<file path="config.mk">
export PLATFORM = sky130hd
export DESIGN_NAME = button_press_classifier
export DESIGN_NICKNAME = d
export VERILOG_FILES = /design/src/rtl/button_pkg.sv /design/src/rtl/press_channel.sv /design/src/rtl/button_press_classifier.sv
export SDC_FILE = /design/constraint.sdc
export NUM_CORES = 1
export LEC_CHECK = 0
export BUFFER_PORTS_ARGS = -buffer_cell sky130_fd_sc_hd__buf_2
export CORE_MARGIN = 2
export CORE_UTILIZATION = 35
export CTS_CLUSTER_DIAMETER = 80
export DETAILED_ROUTE_END_ITERATION = 8
export GPL_TIMING_DRIVEN = 0
export PLACE_DENSITY = 0.47
export SLEW_MARGIN = 5
export SYNTH_ARGS = -nofsm -noshare
export SYNTH_HDL_FRONTEND = slang
export SYNTH_SLANG_ARGS = --single-unit
</file>
<file path="constraint.sdc">
create_clock -name clk -period 3.04 [get_ports clk]
set_input_delay 0.304 -clock clk [delete_from_list [all_inputs] [get_ports clk]]
set_output_delay 0.304 -clock clk [all_outputs]
set_load 0.02 [all_outputs]
</file>
<file path="src/rtl/button_pkg.sv">
`default_nettype none
// ============================================================================
// Module      : button_pkg
// Description : Shared state encoding and width helper for the button
//               press classifier and its per-channel engine.
// Revision    : 1.0 - initial release
// ============================================================================
package button_pkg;

    localparam int STATE_W = 3;

    localparam logic [STATE_W-1:0] IDLE       = 3'd0;
    localparam logic [STATE_W-1:0] DB_PRESS   = 3'd1;
    localparam logic [STATE_W-1:0] HELD       = 3'd2;
    localparam logic [STATE_W-1:0] HELD_LONG  = 3'd3;
    localparam logic [STATE_W-1:0] DB_RELEASE = 3'd4;

    // Counter width for a terminal count of x: max(1, $clog2(x)).
    function automatic int width_of(input int x);
        int w;
        w = $clog2(x);
        return (w < 1) ? 1 : w;
    endfunction

endpackage
`default_nettype wire

</file>
<file path="src/rtl/press_channel.sv">
`default_nettype none
// ============================================================================
// Module      : press_channel
// Description : One button channel: 2-flop synchroniser, debounce FSM and
//               short / long / auto-repeat classification. All outputs are
//               registered one-cycle ticks plus the debounced level.
// Revision    : 1.0 - initial release
// ============================================================================
module press_channel
    import button_pkg::*;
#(
    parameter int DB_CYCLES     = 500_000,
    parameter int LONG_CYCLES   = 50_000_000,
    parameter int REPEAT_CYCLES = 12_500_000
) (
    input  logic clk_i,
    input  logic rst_ni,
    input  logic btn_i,
    output logic level_o,
    output logic press_o,
    output logic short_o,
    output logic long_o,
    output logic repeat_o
);

    localparam int DB_W   = width_of(DB_CYCLES);
    localparam int HOLD_W = width_of(LONG_CYCLES);
    localparam int REP_W  = width_of(REPEAT_CYCLES);

    localparam logic [DB_W-1:0]   DB_LOAD   = DB_W'(DB_CYCLES - 1);
    localparam logic [HOLD_W-1:0] HOLD_LAST = HOLD_W'(LONG_CYCLES - 1);
    localparam int                REP_LAST_I = (REPEAT_CYCLES > 0) ? REPEAT_CYCLES - 1 : 0;
    localparam logic [REP_W-1:0]  REP_LAST  = REP_W'(REP_LAST_I);
    localparam bit                REP_EN    = (REPEAT_CYCLES > 0);

    logic [1:0]         sync_q;
    logic               sync;

    logic [STATE_W-1:0] state_q, state_d;
    logic [DB_W-1:0]    db_cnt_q, db_cnt_d;
    logic [HOLD_W-1:0]  hold_cnt_q, hold_cnt_d;
    logic [REP_W-1:0]   rep_cnt_q, rep_cnt_d;
    logic               long_flag_q, long_flag_d;

    logic               level_q, level_d;
    logic               press_q, press_d;
    logic               short_q, short_d;
    logic               long_q, long_d;
    logic               repeat_q, repeat_d;

    // Two-flop synchroniser for the asynchronous button input.
    always_ff @(posedge clk_i or negedge rst_ni) begin
        if (!rst_ni) begin
            sync_q <= 2'b00;
        end else begin
            sync_q <= {sync_q[0], btn_i};
        end
    end

    assign sync = sync_q[1];

    // State, counter and registered-output storage.
    always_ff @(posedge clk_i or negedge rst_ni) begin
        if (!rst_ni) begin
            state_q     <= IDLE;
            db_cnt_q    <= '0;
            hold_cnt_q  <= '0;
            rep_cnt_q   <= '0;
            long_flag_q <= 1'b0;
            level_q     <= 1'b0;
            press_q     <= 1'b0;
            short_q     <= 1'b0;
            long_q      <= 1'b0;
            repeat_q    <= 1'b0;
        end else begin
            state_q     <= state_d;
            db_cnt_q    <= db_cnt_d;
            hold_cnt_q  <= hold_cnt_d;
            rep_cnt_q   <= rep_cnt_d;
            long_flag_q <= long_flag_d;
            level_q     <= level_d;
            press_q     <= press_d;
            short_q     <= short_d;
            long_q      <= long_d;
            repeat_q    <= repeat_d;
        end
    end

    // Next-state and counter update; counters hold unless their state names them.
    always_comb begin
        state_d     = state_q;
        db_cnt_d    = db_cnt_q;
        hold_cnt_d  = hold_cnt_q;
        rep_cnt_d   = rep_cnt_q;
        long_flag_d = long_flag_q;

        case (state_q)
            IDLE: begin
                if (sync) begin
                    state_d  = DB_PRESS;
                    db_cnt_d = DB_LOAD;
                end
            end

            DB_PRESS: begin
                if (!sync) begin
                    state_d = IDLE;
                end else if (db_cnt_q == '0) begin
                    state_d     = HELD;
                    hold_cnt_d  = '0;
                    long_flag_d = 1'b0;
                end else begin
                    db_cnt_d = db_cnt_q - 1'b1;
                end
            end

            HELD: begin
                // The cycle that first sees release still counts as held time,
                // so a bounce delays long_tick by exactly the DB_RELEASE cycles.
                if (hold_cnt_q != HOLD_LAST) begin
                    hold_cnt_d = hold_cnt_q + 1'b1;
                end
                if (!sync) begin
                    state_d  = DB_RELEASE;
                    db_cnt_d = DB_LOAD;
                end else if (hold_cnt_q == HOLD_LAST) begin
                    state_d     = HELD_LONG;
                    long_flag_d = 1'b1;
                    rep_cnt_d   = '0;
                end
            end

            HELD_LONG: begin
                if (REP_EN) begin
                    rep_cnt_d = (rep_cnt_q == REP_LAST) ? '0 : rep_cnt_q + 1'b1;
                end
                if (!sync) begin
                    state_d  = DB_RELEASE;
                    db_cnt_d = DB_LOAD;
                end
            end

            DB_RELEASE: begin
                if (sync) begin
                    // Bounce: resume the hold phase without resetting counters.
                    state_d = long_flag_q ? HELD_LONG : HELD;
                end else if (db_cnt_q == '0) begin
                    state_d = IDLE;
                end else begin
                    db_cnt_d = db_cnt_q - 1'b1;
                end
            end

            default: begin
                state_d = IDLE;
            end
        endcase
    end

    // Tick and level decode from the state transition about to be taken.
    always_comb begin
        level_d  = (state_d == HELD) || (state_d == HELD_LONG) || (state_d == DB_RELEASE);
        press_d  = (state_q == DB_PRESS)   && (state_d == HELD);
        long_d   = (state_q == HELD)       && (state_d == HELD_LONG);
        short_d  = (state_q == DB_RELEASE) && (state_d == IDLE) && !long_flag_q;
        repeat_d = REP_EN && (state_q == HELD_LONG) && (rep_cnt_q == REP_LAST);
    end

    assign level_o  = level_q;
    assign press_o  = press_q;
    assign short_o  = short_q;
    assign long_o   = long_q;
    assign repeat_o = repeat_q;

endmodule
`default_nettype wire

</file>
<file path="src/rtl/button_press_classifier.sv">
`default_nettype none
// ============================================================================
// Module      : button_press_classifier
// Description : N_CH independent debounced push-button channels producing
//               press / short / long / repeat ticks and debounced levels.
// Revision    : 1.0 - initial release
// ============================================================================
module button_press_classifier
    import button_pkg::*;
#(
    parameter int N_CH           = 4,
    parameter int DB_CYCLES      = 500_000,
    parameter int LONG_CYCLES    = 50_000_000,
    parameter int REPEAT_CYCLES  = 12_500_000,
    parameter bit BTN_ACTIVE_LOW = 1'b0
) (
    input  logic            clk,
    input  logic            reset_n,
    input  logic [N_CH-1:0] btn_raw,
    output logic [N_CH-1:0] btn_level,
    output logic [N_CH-1:0] press_tick,
    output logic [N_CH-1:0] short_tick,
    output logic [N_CH-1:0] long_tick,
    output logic [N_CH-1:0] repeat_tick
);

    logic [N_CH-1:0] btn_pressed;

    // Normalise polarity so every channel sees 1 = pressed.
    assign btn_pressed = btn_raw ^ {N_CH{BTN_ACTIVE_LOW}};

    for (genvar ch = 0; ch < N_CH; ch++) begin : g_ch
        press_channel #(
            .DB_CYCLES     (DB_CYCLES),
            .LONG_CYCLES   (LONG_CYCLES),
            .REPEAT_CYCLES (REPEAT_CYCLES)
        ) u_press_channel (
            .clk_i    (clk),
            .rst_ni   (reset_n),
            .btn_i    (btn_pressed[ch]),
            .level_o  (btn_level[ch]),
            .press_o  (press_tick[ch]),
            .short_o  (short_tick[ch]),
            .long_o   (long_tick[ch]),
            .repeat_o (repeat_tick[ch])
        );
    end

endmodule
`default_nettype wire

</file>
==> impl.org, run 1 <==
** Run status
- Status :: finished, final reports clean

** Yosys
- Yosys attributes the largest share of cell area to dfrtp_1 47%, nor2_1 5.1%, o21ai_0 3.9%, xnor2_1 3.6%, xor2_1 3.5%.
- Of the post-synthesis cell area, the dominant cell type holds 0.467.
- After technology mapping, the gate count stands at 1868.
- Share of async-settable or async-resettable flops after synthesis :: 1.00
- Yosys warnings :: 0
- The mapped netlist covers 17200 sq um.
- Each instance of the synthesized netlist takes up on average ~9.2 sq um.
- Among all flip-flop cells after synthesis, the most frequent one is dfrtp_1.
- The number of nets in the synthesized netlist is 1886.
- Number of enable flip-flop cells after synthesis :: 0
- After synthesis the netlist holds a flip-flop and latch count of between 300 and 400.
- Distinct cell type count after synthesis :: 91
- Of the synthesized area, sequential elements account for 0.467.
- Cell type with the largest total area after synthesis :: dfrtp_1

** Timing
- Static timing analysis puts the maximum clock frequency at roughly 0.37 GHz.
- Clock skew on the completed layout was measured at 10.8 ps.
- At the pin with the least slew margin, the transition time is about 1100 ps.
- Setup-violating endpoint count in the final report :: 0
- The number of failing hold endpoints at the final stage came to 0.
- The number of pins with negative max-slew slack in the final report came to 0.
- Unrepaired setup endpoints after global routing :: false
- The clock period could shrink to about 2700 ps.
- Ratio of final minimum period to clock period :: 0.883
- Headroom to the max-slew limit :: 0.273

** Placed design
- Port buffer count :: 25
- Total instance count after detailed placement :: roughly 2500
- Routability-driven placement finished with a final weighted congestion of a little under 0.8.
- Detail Placement HPWL :: approximately 26000 microns

** Floorplanning
- The die covers 50800 sq um.
- Initial core utilization :: 0.353
- The die is 225 microns tall.
- Core Box Area :: just under 50000 sq um
- Die width :: ~230 microns
- The floorplan has between 80 and 90 rows.
- Pin placement for this block handled 26 I/O pins.

** Worst setup path
- Tracing the worst setup path back leads to its startpoint at g_ch[2].u_press_channel.db_cnt_q[0].
- Critical Path Max Stage Delay :: slightly above 600 ps
- Reg-to-Reg Start :: g_ch[2].u_press_channel.db_cnt_q[0]
- Critical Setup Path Class :: flip-flop to flip-flop
- Critical path data arrival time :: 3120 ps
- Critical path buffer and inverter count :: 1
- Traced cell by cell, the critical path runs through inv_1 -> ha_1 -> nor3b_2 -> and4_1 -> nand2_2 -> nor3_2 -> nor2_1 -> a41o_1.
- Of all nets on the critical path, the largest fanout is 10.
- Kind of launch point of the worst setup path :: flip-flop
- Critical Path Slowest Stage Cell :: nor3_2
- Crit path capture type :: flip-flop
- Broken down by cell family, the worst path's largest delay share belongs to simple AND/OR/NAND/NOR gates.
- At the worst endpoint, the required time is 3470 ps.

** CTS
- The clock drives 320 sinks.
- Clock edge transition at the registers on the reported setup and hold paths :: 50 ps
- The tree is rooted in a clkbuf_16.
- CTS H-tree depth :: 2
- Buffers added to address setup during post-CTS repair amount to 0.
- The clock passes through at most 3 buffers.
- Clock latency on the worst-skew pair :: about 550 ps
- TritonCTS built the clock tree.
- Num CTS Buffers :: 41

** Cells and area
- Once layout is complete, the cells apart from fillers number approximately 2600.
- From synthesis to final layout, the design area changed by 13.8%.
- Number of fill cells :: about 4800
- Nets@finish :: around 2000
- Layout cells sized above 1 :: 0.0974
- In the layout the commonest cells are 320 x dfrtp_1, 232 x nor2_1, 157 x nand2_1.
- Leading cell type in the layout, fill and taps excluded :: dfrtp_1
- 0 antenna diodes ended up in the layout.

** Route
- The count of nets left with antenna violations once routing finished came out at 0.
- Detailed-routing iteration count for the pre-antenna-repair pass :: 6
- Final wirelength :: about 40000 microns
- For this run, design rule violations remaining after detail routing come to 0.
- DR WL/cell :: approximately 15 microns
- Via density :: 5.37
- The routed layout has 13900 vias.
- After the first detailed-routing iteration, the DRC count stood at 764.

** Global routing
- The number of antenna violations at the first check in global routing was 0.
- For this run, global-route usage on met1 was measured as 0.228.
- Met2 Use GR :: 0.253
- For met3 alone, demand over resource in global routing was 0.0299.
- Overflow after GRT :: 0
- Combined global-route utilization of all metal layers :: 0.161
- Entering global routing, the biggest net connects about 110 pins.
- GRT busiest layer :: met2
- The number of global-route vias before repair is between 10000 and 15000.
- Global-route wire length before repair :: slightly below 70000 microns

** Flow run
- Max-cap violations in this run came to 0.

** Power
- Final total power :: around 9.4 mW
- IR drop worst, VDD :: 0.280 mV
- Power spread over the standard cell area amounts to roughly 480 nW/um^2.
- Static leakage :: slightly below 8 nW

** Worst hold path
- Hold Path Class :: input port to async pin
-- cell type report --
| cell class | instances | area, sq um | area share |
|---|---|---|---|
| buffer | 90 | 454 | 0.0233 |
| multi-input combinational | 1411 | 8520 | 0.437 |
| clock inverter | 16 | 188 | 0.00962 |
| timing repair buffer | 33 | 268 | 0.0137 |
| tap | 622 | 778 | 0.0399 |
| sequential | 320 | 8010 | 0.410 |
| inverter | 47 | 176 | 0.00904 |
| clock buffer | 54 | 1120 | 0.0576 |
-- final timing paths --
kind / depth (start not counted) / to / slack [ps]
worst max-delay path: 8 / g_ch[2].u_press_channel.hold_cnt_q[14] / 360
max in group asynchronous: 4 / g_ch[1].u_press_channel.hold_cnt_q[13] / 1540
worst min-delay path: 2 / g_ch[3].u_press_channel.db_cnt_q[16] / 230
worst max register to register: 8 / g_ch[2].u_press_channel.hold_cnt_q[14] / 360
worst min register to register: 0 / g_ch[1].u_press_channel.sync_q[1] / 350
min in group clk: 0 / g_ch[1].u_press_channel.sync_q[1] / 350
-- cells in the mapped netlist, types with 6 or more instances --
| cell type | number |
|---|---|
| a31oi_1 | 58 |
| dfrtp_1 | 320 |
| a22o_1 | 8 |
| nor3_1 | 63 |
| and3_1 | 36 |
| and2_1 | 12 |
| ha_1 | 12 |
| nor4b_1 | 11 |
| or4_1 | 7 |
| or3_1 | 24 |
| clkbuf_1 | 42 |
| xor2_1 | 68 |
| buf_2 | 21 |
| o211ai_1 | 7 |
| nor2b_1 | 8 |
| o2111ai_1 | 7 |
| a211oi_1 | 13 |
| mux2i_1 | 7 |
| o21ai_0 | 134 |
| buf_4 | 20 |
| nor4_1 | 39 |
| nor3b_1 | 12 |
| nand4b_1 | 7 |
| o21a_1 | 8 |
| o31ai_1 | 18 |
| a21oi_1 | 70 |
| inv_1 | 45 |
| or2_2 | 15 |
| nand2_1 | 157 |
| xnor2_1 | 71 |
| nand2b_1 | 19 |
| and4_1 | 24 |
| nor2_1 | 232 |
| nand3_1 | 90 |
| o41ai_1 | 6 |
| nand4_1 | 63 |
| o21ai_1 | 6 |
| a21o_1 | 7 |
-- what timing repair did --
| action | CTS | global route |
|---|---|---|
| hold endpoints to repair | 40 | 0 |
| endpoints found under the setup margin | 0 | 10 |
| resized for setup | 0 | 1 |
| hold buffers | 5 | 0 |
-- routing by layer --
| metal | wire, microns | part of all wire |
|---|---|---|
| met2 | 17600 | 0.44 |
| met5 | 0 | 0 |
| met1 | 19800 | 0.50 |
| met4 | 793 | 0.020 |
| met3 | 1450 | 0.037 |
-- worst reg2reg max path: stages, from the launching register on --
cell and delay (ps):
dfrtp_1 430, inv_1 80, ha_1 150, nor3b_2 360, and4_1 410, nand2_2 160, nor3_2 620, nor2_1 100
a41o_1 260
-- through the flow --
stage               setup WS [ps]  setup TNS (ps)  hold WS, ps  instance area, sq um   util
CTS                           107               0          204                 19500  0.401
floorplan                     905               0         8.41                 17200      -
global placement            -4940        -1568130          334                 18100  0.371
global route                 6.87               0          227                 19500  0.401
finish                        355               0          229                 19500  0.401
detailed placement            127               0          210                 18200  0.373
-- flip-flops by register name, indices dropped and copies added (netlist names) --
signal / count
g_ch.u_press_channel.hold_cnt_q: 104
g_ch.u_press_channel.rep_cnt_q: 96
g_ch.u_press_channel.db_cnt_q: 76
g_ch.u_press_channel.state_q: 12
g_ch.u_press_channel.sync_q: 8
g_ch.u_press_channel.level_o: 4
g_ch.u_press_channel.long_flag_q: 4
g_ch.u_press_channel.long_o: 4
g_ch.u_press_channel.press_o: 4
g_ch.u_press_channel.repeat_o: 4
g_ch.u_press_channel.short_o: 4
-- power breakdown --
group / internal (mW) / switching (mW) / total (mW)
Combinational: 0.0777 / 0.191 / 0.269
Clock: 2.93 / 1.88 / 4.81
Sequential: 4.30 / 0.0407 / 4.34
Total: 7.30 / 2.11 / 9.42
-- kinds of logic after synthesis --
| logic type | synth area share |
|---|---|
| buffers and inverters | 0.0368 |
| AOI/OAI and AO/OA | 0.144 |
| adders and majority gates | 0.00875 |
| and+or+nand+nor | 0.268 |
| DFF | 0.467 |
| xor gates and xnor gates | 0.0710 |
| muxes | 0.00540 |
Power figures use the tool's default switching activity.
==> run 2: changes to the inputs <==
SYNTH_HIERARCHICAL = 1   (was unset)
==> run 2 against run 1 <==
  * Combinational power up 11%
  * Final area increased by 1.9%
  * Non-clock buffer count is 2 lower
  * Total power rose by 5.5%
  * Sequential power barely moved
  * Critical path depth unchanged
  * Synthesized cell count is 0.21% higher
  * Sequential share of layout area is 0.77 points lower
  * Wire length up 4.1%
  * Core utilization rose by 0.60 points
  * Cell count increased by 1.9%
==> impl.org, run 2 <==
** Yosys
- Cell with the most instances after synthesis :: dfrtp_1 (unchanged)
- The total of flip-flops plus latches after synthesis is 320 (unchanged).
- Syn Area/Cell :: 9.23 sq um (was 9.18 sq um)
- Most used flip-flop cell after synthesis :: dfrtp_1 (unchanged)
- Share of async-settable or async-resettable flops after synthesis :: 1.00 (unchanged)
- The top cell type by total area after synthesis is dfrtp_1 (unchanged).
- The proportion of synthesized chip area in sequential cells was 0.463 (was 0.467).
- Top area cells in the synthesized netlist: dfrtp_1 46%, nor2_1 4.8%, o21ai_0 4.1%, xor2_1 3.7%, nand2_1 3.3% (was dfrtp_1 47%, nor2_1 5.1%, o21ai_0 3.9%, xnor2_1 3.6%, xor2_1 3.5%).
- The count of distinct cell types in the synthesized netlist is 83 (was 91).
- The post-synthesis instance area came to 17300 sq um (was 17200 sq um).
- The synthesized netlist cell count is 1872 (was 1868).
- Most numerous cell types in the synthesized netlist: 320 x dfrtp_1, 220 x nor2_1, 152 x nand2_1 (was 320 x dfrtp_1, 232 x nor2_1, 157 x nand2_1).
- The post-synth net total was 1890 (was 1886).
- The number of enable flip-flop cells after synthesis came to 0 (unchanged).
- The proportion of netlist area held by the largest area contributor was 0.463 (was 0.467).
- Yosys warnings :: 6 (was 0)

** CTS
- The CTS tree is yes (unchanged).
- The clock latency on the worst-skew pair is 560 ps (was 550 ps).
- The worst-case clock buffer depth is 3 (unchanged).
- The H-tree level count came to 2 (unchanged).
- The clock tree root driver cell is clkbuf_16 (unchanged).
- The clock-pin slew on the worst setup and hold paths came to 60 ps (was 50 ps).
- The CTS sink count was 320 (unchanged).
- Count of buffers added by post-CTS timing repair for setup :: 0 (unchanged)
- Num CTS Buffers :: 42 (was 41)

** Power
- The net load switching power was 2.17 mW (was 2.11 mW).
- The sequential power share was 0.436 (was 0.461).
- Power share of the clock group :: 0.534 (was 0.511)
- Switching part of the total power :: 0.218 (was 0.224)
- The peak ir drop on the vdd network was 0.384 mV (was 0.280 mV).
- The power density over the cells was 499 nW/um^2 (was 482 nW/um^2).
- Static leakage :: 8.04 nW (was 7.92 nW)
- Proportion of power drawn by combinational gates :: 0.030 (was 0.029)
- The internal power component came to 7.76 mW (was 7.30 mW).
- The total power after layout came to 9.93 mW (was 9.42 mW).

** Cells and area
- The layout overhead on the synthesized area was 15.1% (was 13.8%).
- Max FFs per register :: 104 (unchanged)
- Registers with the most flip-flops :: g_ch.u_press_channel/hold_cnt_q x104, g_ch.u_press_channel/rep_cnt_q x96, g_ch.u_press_channel/db_cnt_q x76 (was g_ch.u_press_channel.hold_cnt_q x104, g_ch.u_press_channel.rep_cnt_q x96, g_ch.u_press_channel.db_cnt_q x76)
- Finished Layout Cells :: 2643 (was 2593)
- The largest register by flop count is g_ch.u_press_channel/hold_cnt_q (was g_ch.u_press_channel.hold_cnt_q).
- Register area :: 8010 sq um (unchanged)
- The fraction of final layout cells sized beyond drive strength 1 is 0.0900 (was 0.0974).
- Leading cell type in the layout, fill and taps excluded :: dfrtp_1 (unchanged)
- The net count reported at finish came to 1966 (was 1962).
- The filler cell count was 4903 (was 4786).
- The footprint of the multi-input gates was 8760 sq um (was 8520 sq um).
- Commonest cells after routing, fill and taps aside :: 320 x dfrtp_1, 220 x nor2_1, 152 x nand2_1 (was 320 x dfrtp_1, 232 x nor2_1, 157 x nand2_1)

** Worst setup path
- Critical Path Slowest Stage Cell :: or4_4 (was nor3_2)
- Worst r2r dst :: g_ch[0].u_press_channel/hold_cnt_q[21] (was g_ch[2].u_press_channel.hold_cnt_q[14])
- Setup slack of the worst register-to-register path :: 160 ps (was 360 ps)
- Critical path data arrival time :: 3360 ps (was 3120 ps)
- The highest fanout seen on the critical path is 10 (unchanged).
- Reg-to-Reg Start :: g_ch[0].u_press_channel/db_cnt_q[10] (was g_ch[2].u_press_channel.db_cnt_q[0])
- Kind of launch point of the worst setup path :: flip-flop (unchanged)
- Critical path buffer and inverter count :: 2 (was 1)
- Top cell family by delay on the critical path :: simple AND/OR/NAND/NOR gates (unchanged)
- Required time worst endpoint :: 3520 ps (was 3470 ps)
- The nature of the critical path endpoint was a flip-flop (unchanged).
- Critical Setup Path Class :: flip-flop to flip-flop (unchanged)
- Number of cells traversed by the worst register-to-register path :: 8 (unchanged)
- Critical Path Max Stage Delay :: 570 ps (was 620 ps)
- Worst path cell trace :: or4_4 -> or4_1 -> buf_2 -> nor3_2 -> buf_4 -> o21ai_1 -> or3_1 -> a21oi_1 (was inv_1 -> ha_1 -> nor3b_2 -> and4_1 -> nand2_2 -> nor3_2 -> nor2_1 -> a41o_1)

** Floorplanning
- Core Box Area :: 48800 sq um (was 48600 sq um)
- The number of rows created at floorplan was 81 (unchanged).
- Initial core utilization :: 0.354 (was 0.353)
- The floorplan die height was 226 microns (was 225 microns).
- Die width :: 226 microns (was 225 microns)
- Die footprint :: 51200 sq um (was 50800 sq um)
- The number of primary I/O pins was 26 (unchanged).

** Global routing
- The number of antenna violations at the first check in global routing was 1 (was 0).
- The global-route wire length before repair came to 71000 microns (was 68700 microns).
- The total global-route track usage came to 0.166 (was 0.161).
- Largest net degree at the start of global routing :: 106 (was 105)
- The number of global-route vias before repair is 14000 (was 13600).
- Overflow after GRT :: 0 (unchanged)

** Route
- DRC violations left :: 0 (unchanged)
- Drt first-iter violations :: 816 (was 764)
- Antenna Violating Nets Remaining :: 0 (unchanged)
- DR WL/cell :: 15.6 microns (was 15.3 microns)
- The number of vias after detailed routing was 14200 (was 13900).
- Via density :: 5.38 (was 5.37)
- Detailed-routing iteration count for the pre-antenna-repair pass :: 5 (was 6)
- The detailed-route wire length is 41300 microns (was 39700 microns).

** Timing
- The final setup violation count came to 0 (unchanged).
- Final hold viol count :: 0 (unchanged)
- Unrepaired setup endpoints after global routing :: false (unchanged)
- The worst slew margin relative to its limit came to 0.255 (was 0.273).
- Ratio of final minimum period to clock period :: 0.948 (was 0.883)
- Max Clock Freq :: 0.347 GHz (was 0.372 GHz)
- The total negative slack was 0 ps (unchanged).
- Shortest period the worst path allows :: 2880 ps (was 2680 ps)
- The largest clock skew in the final design is 13.4 ps (was 10.8 ps).
- Fin worst setup slack :: 159 ps (was 355 ps)
- Pin slew with the least headroom to its limit :: 1110 ps (was 1080 ps)
- Pins over their slew limit :: 0 (unchanged)

** Placed design
- The worst slack at placement was -431 ps (was 127 ps).
- The detailed-placement wirelength estimate came to 27300 microns (was 26400 microns).
- The last weighted congestion value of the routability-driven placer came to 0.789 (was 0.786).
- The number of buffers inserted by port buffering was 25 (unchanged).
- Total instance count after detailed placement :: 2564 (was 2518)

** Run status
- Status: finished, final reports clean (unchanged).

** Worst hold path
- The class of the worst hold path was input port to async pin (unchanged).

** Flow run
- Max-cap check violation count :: 0 (unchanged)
run 2: kinds of logic after synthesis:
kind of cell,share of synthesized area
xor gates and xnor gates,0.0557
and+or+nand+nor,0.258
adders and majority gates,0.00869
muxes,0.00311
buffers and inverters,0.0313
DFF,0.463
AOI/OAI and AO/OA,0.180
run 2: final cells by class:
| type | instances | share of cell area |
|---|---|---|
| multi-input cells | 1432 | 0.440 |
| flip-flops and latches | 320 | 0.403 |
| clock buffers | 62 | 0.0638 |
| well taps | 664 | 0.0418 |
| plain buffers | 88 | 0.0214 |
| repair buffers | 33 | 0.0135 |
| clock inverters | 12 | 0.0106 |
| inverters | 31 | 0.00585 |
| diodes | 1 | 0.000126 |
run 2: power groups by stage:
stage,registers [mW],clock network [mW],logic (mW)
final,4.33,5.30,0.298
after global routing,4.33,5.69,0.344
after CTS,4.33,5.54,0.310
after detailed placement,4.40,0,0.304
after global placement,4.40,0,0.287
after floorplan,4.40,0,0.147
run 2: stage by stage:
stage	instance area [sq um]	hold WS, ps	util
final	19900	258	0.407
after global routing	19900	278	0.407
after CTS	19900	251	0.407
after detailed placement	18300	272	0.375
after global placement	18200	334	0.373
after floorplan	17300	8.41	-
run 2: how the worst max path moves through the flow:
stage / start / slack (ps) / to / depth (start not counted)
global placement: reset_n / -5010 / g_ch[2].u_press_channel/short_o / 1
CTS: g_ch[0].u_press_channel/db_cnt_q[2] / 30 / g_ch[0].u_press_channel/hold_cnt_q[11] / 6
detailed placement: g_ch[0].u_press_channel/state_q[0] / -430 / g_ch[0].u_press_channel/rep_cnt_q[19] / 8
global route: g_ch[0].u_press_channel/hold_cnt_q[0] / 10 / g_ch[0].u_press_channel/rep_cnt_q[4] / 9
finish: g_ch[0].u_press_channel/db_cnt_q[10] / 160 / g_ch[0].u_press_channel/hold_cnt_q[21] / 8
floorplan: g_ch[0].u_press_channel/db_cnt_q[10] / 390 / g_ch[0].u_press_channel/hold_cnt_q[25] / 7
run 2: layer usage:
layer / vias to the layer above / GRT usage / wire, microns
met5: - / 0 / 0
met2: 170 / 0.257 / 18300
met1: 6897 / 0.237 / 20800
li1: 7086 / - / -
met3: 62 / 0.0256 / 1300
met4: 0 / 0.0545 / 878
run 2: what timing repair did:
| action | 4_1_cts | 5_1_grt |
|---|---|---|
| hold buffers | 5 | 0 |
| setup endpoints to repair | 25 | 31 |
| endpoints found under the hold margin | 58 | 0 |
| gates resized for setup | 2 | 8 |
==> run 3: changes to the inputs <==
BUFFER_PORTS_ARGS = unset   (was -buffer_cell sky130_fd_sc_hd__buf_2)
DONT_BUFFER_PORTS = 1   (was unset)
TNS_END_PERCENT = 1   (was unset)
==> run 3 against run 2 <==
  * The run now ends with hold timing left
  * Global-route usage is 0.14 points lower
  * Critical path depth fell by 3
  * Setup slack worse by 45 ps
  * Final area shrank 1.7%
  * Via count rose by 0.16%
  * Largest power group unchanged
==> impl.org, run 3 (synthesized netlist as in run 2, its figures left out) <==
** Run status
- Status :: finished, violations left (was finished, final reports clean)
- The final reports fail on hold timing.

** Route
- The post-detailed-route via-to-cell ratio was 5.44 (was 5.38).
- Drt first-iter violations :: 738 (was 816)
- Final wirelength :: 40800 microns (was 41300 microns)
- DRC violations left :: 0 (unchanged)
- The number of vias after detailed routing is 14200 (about the same).
- DR WL/cell :: 15.6 microns (about the same)
- The total iterations of the first detailed-routing run is 5 (unchanged).
- Antenna Violating Nets Remaining :: 0 (unchanged)

** Global routing
- Global-route wire length before repair :: 70100 microns (was 71000 microns)
- Combined global-route utilization of all metal layers :: 0.165 (was 0.166)
- Overflow after GRT :: 0 (unchanged)
- Initial antenna violation count :: 0 (was 1)
- Vias in the first global route :: 13700 (was 14000)
- The maximum number of pins on one net before global-route repair came to 321 (was 106).

** Timing
- Pin slew with the least headroom to its limit :: 1160 ps (was 1110 ps)
- The final setup violation count came to 0 (unchanged).
- Unrepaired setup endpoints after global routing :: true (was false)
- Final Hold Slack :: -563 ps (was 258 ps)
- Ratio of final minimum period to clock period :: 0.962 (was 0.948)
- The highest attainable clock frequency was 0.342 GHz (was 0.347 GHz).
- The total negative slack is 0 ps (unchanged).
- Worst-case clock skew :: 28.0 ps (was 13.4 ps)
- The worst slew margin relative to its limit was 0.224 (was 0.255).
- The post-route minimum period came to 2930 ps (was 2880 ps).
- The number of failing hold endpoints at the final stage was 320 (was 0).
- Pins over their slew limit :: 0 (unchanged)

** Cells and area
- Post-route cell area :: 19600 sq um (was 19900 sq um)
- The fraction of final layout cells sized beyond drive strength 1 came to 0.0789 (was 0.0900).
- Max FFs per register :: 104 (unchanged)
- Commonest cells after routing, fill and taps aside: 320 x dfrtp_1, 219 x nor2_1, 152 x nand2_1 (was 320 x dfrtp_1, 220 x nor2_1, 152 x nand2_1).
- The layout overhead on the synthesized area came to 13.1% (was 15.1%).
- Nets@finish :: 1938 (was 1966)
- The largest register by flop count is g_ch.u_press_channel/hold_cnt_q (unchanged).
- The final instance count without filler cells was 2615 (was 2643).
- Registers with the most flip-flops :: g_ch.u_press_channel/hold_cnt_q x104, g_ch.u_press_channel/rep_cnt_q x96, g_ch.u_press_channel/db_cnt_q x76 (unchanged)
- The leading cell type in the layout, fill and taps excluded is dfrtp_1 (unchanged).
- Antenna cells :: 0 (was 1)

** Placed design
- The last weighted congestion value of the routability-driven placer was 0.785 (was 0.789).
- The area of placed instances is 18100 sq um (was 18300 sq um).
- The detailed-placement wirelength estimate is 26400 microns (was 27300 microns).
- The number of buffers inserted by port buffering came to 0 (was 25).
- Total instance count after detailed placement :: 2536 (was 2564)

** Worst setup path
- The setup slack of the worst register-to-register path was 110 ps (was 160 ps).
- The critical path arrival came to 3310 ps (was 3360 ps).
- Critical Path Slowest Stage Cell :: or4_4 (unchanged)
- Kind of launch point of the worst setup path :: flip-flop (unchanged)
- The class of the most critical setup path was flip-flop to flip-flop (unchanged).
- Critical Path Max Stage Delay :: 580 ps (was 570 ps)
- The highest fanout seen on the critical path is 10 (unchanged).
- Reg-to-Reg Start :: g_ch[0].u_press_channel/db_cnt_q[10] (unchanged)
- The required time of the critical path came to 3430 ps (was 3520 ps).
- The worst reg2reg path endpoint was g_ch[0].u_press_channel/short_o (was g_ch[0].u_press_channel/hold_cnt_q[21]).
- The worst reg2reg path depth was 5 (was 8).
- The nature of the critical path endpoint was a flip-flop (unchanged).
- Critical path buffer and inverter count :: 1 (was 2)
- The top cell family by delay on the critical path is simple AND/OR/NAND/NOR gates (unchanged).
- Worst path cell trace: or4_4 -> or4_1 -> buf_2 -> or3_1 -> nor4b_1 (was or4_4 -> or4_1 -> buf_2 -> nor3_2 -> buf_4 -> o21ai_1 -> or3_1 -> a21oi_1).

** CTS
- Num CTS Buffers :: 41 (was 42)
- The clock tree root driver cell is clkbuf_16 (unchanged).
- The clock latency on the worst-skew pair came to 570 ps (was 560 ps).
- TritonCTS clock tree :: yes (unchanged)
- Number of buffers inserted for hold repair after clock tree synthesis :: 4 (was 5)
- The clock-pin slew on the worst setup and hold paths was 60 ps (about the same).
- The H-tree level count was 2 (unchanged).
- The CTS sink count is 320 (unchanged).
- Largest buffer count on any clock path :: 3 (unchanged)

** Power
- IR drop worst, VDD :: 0.368 mV (was 0.384 mV)
- The total power after layout came to 9.34 mW (was 9.93 mW).
- The power density over the cells came to 478 nW/um^2 (was 499 nW/um^2).
- Static leakage :: 7.83 nW (was 8.04 nW)

** Floorplanning
- Chip height :: 226 microns (unchanged)
- IO Count :: 26 (unchanged)
- Die width :: 226 microns (unchanged)
- The effective utilization at floorplan came to 0.354 (unchanged).
- Number of rows created at floorplan :: 81 (unchanged)
- The placeable core region is 48800 sq um (unchanged).
- The overall die area is 51200 sq um (unchanged).

** Worst hold path
- Hold Path Class :: input port to async pin (unchanged)

** Flow run
- The reported max-cap violation count came to 0 (unchanged).
==> run 3: cell types whose count changed in the layout (fill, tap and decap cells not counted), sizes merged, moves of 3 or more <==
cell,change
buf,-26
clkinv,+6
bufinv,-5
clkbuf,-5
clkinvlp,+3
==> run 3: worst max path at each step <==
stage                                                     start                                endpoint  depth (start not counted)
final                      g_ch[0].u_press_channel/db_cnt_q[10]         g_ch[0].u_press_channel/short_o                          5
after global routing      g_ch[0].u_press_channel/hold_cnt_q[1]    g_ch[0].u_press_channel/rep_cnt_q[4]                          9
after CTS                 g_ch[0].u_press_channel/hold_cnt_q[7]    g_ch[0].u_press_channel/rep_cnt_q[4]                          9
after detailed placement     g_ch[0].u_press_channel/state_q[0]    g_ch[0].u_press_channel/rep_cnt_q[4]                          9
after global placement       g_ch[0].u_press_channel/state_q[0]   g_ch[0].u_press_channel/rep_cnt_q[19]                          8
after floorplan            g_ch[0].u_press_channel/db_cnt_q[10]  g_ch[0].u_press_channel/hold_cnt_q[25]                          7
==> run 3: power breakdown <==
part	internal (mW)	total [mW]	switching, mW
Combinational	0.0675	0.198	0.130
Clock	2.86	4.82	1.95
Sequential	4.30	4.33	0.0322
==> run 3: layout make-up <==
type	count	area [sq um]
inverters	31	116
clock buffers	57	1210
well taps	664	831
flip-flops and latches	320	8010
clock inverters	17	129
repair buffers	5	47.5
multi-input cells	1432	8780
fillers	4960	29300
plain buffers	89	433
==> run 3: through the flow <==
step	setup WS, ps	util
5_1_grt	-12.1	0.400
6_report	115	0.400
4_1_cts	49.9	0.399
2_1_floorplan	388	-
3_3_place_gp	-421	0.371
3_5_place_dp	-425	0.371
==> run 3: timing repair <==
item | in CTS | in global routing
pin swaps | 0 | 3
resized for setup | 3 | 11
setup buffers | 0 | 1
setup endpoints to repair | 26 | 34
endpoints found under the hold margin | 324 | 320
==> run 3: routing by layer <==
metal | GRT usage | vias to the layer above | wire [microns]
met2 | 0.255 | 184 | 18300
met1 | 0.236 | 6971 | 20500
met5 | 0 | - | 0
met4 | 0.0490 | 0 | 677
met3 | 0.0258 | 47 | 1380
li1 | - | 7036 | -
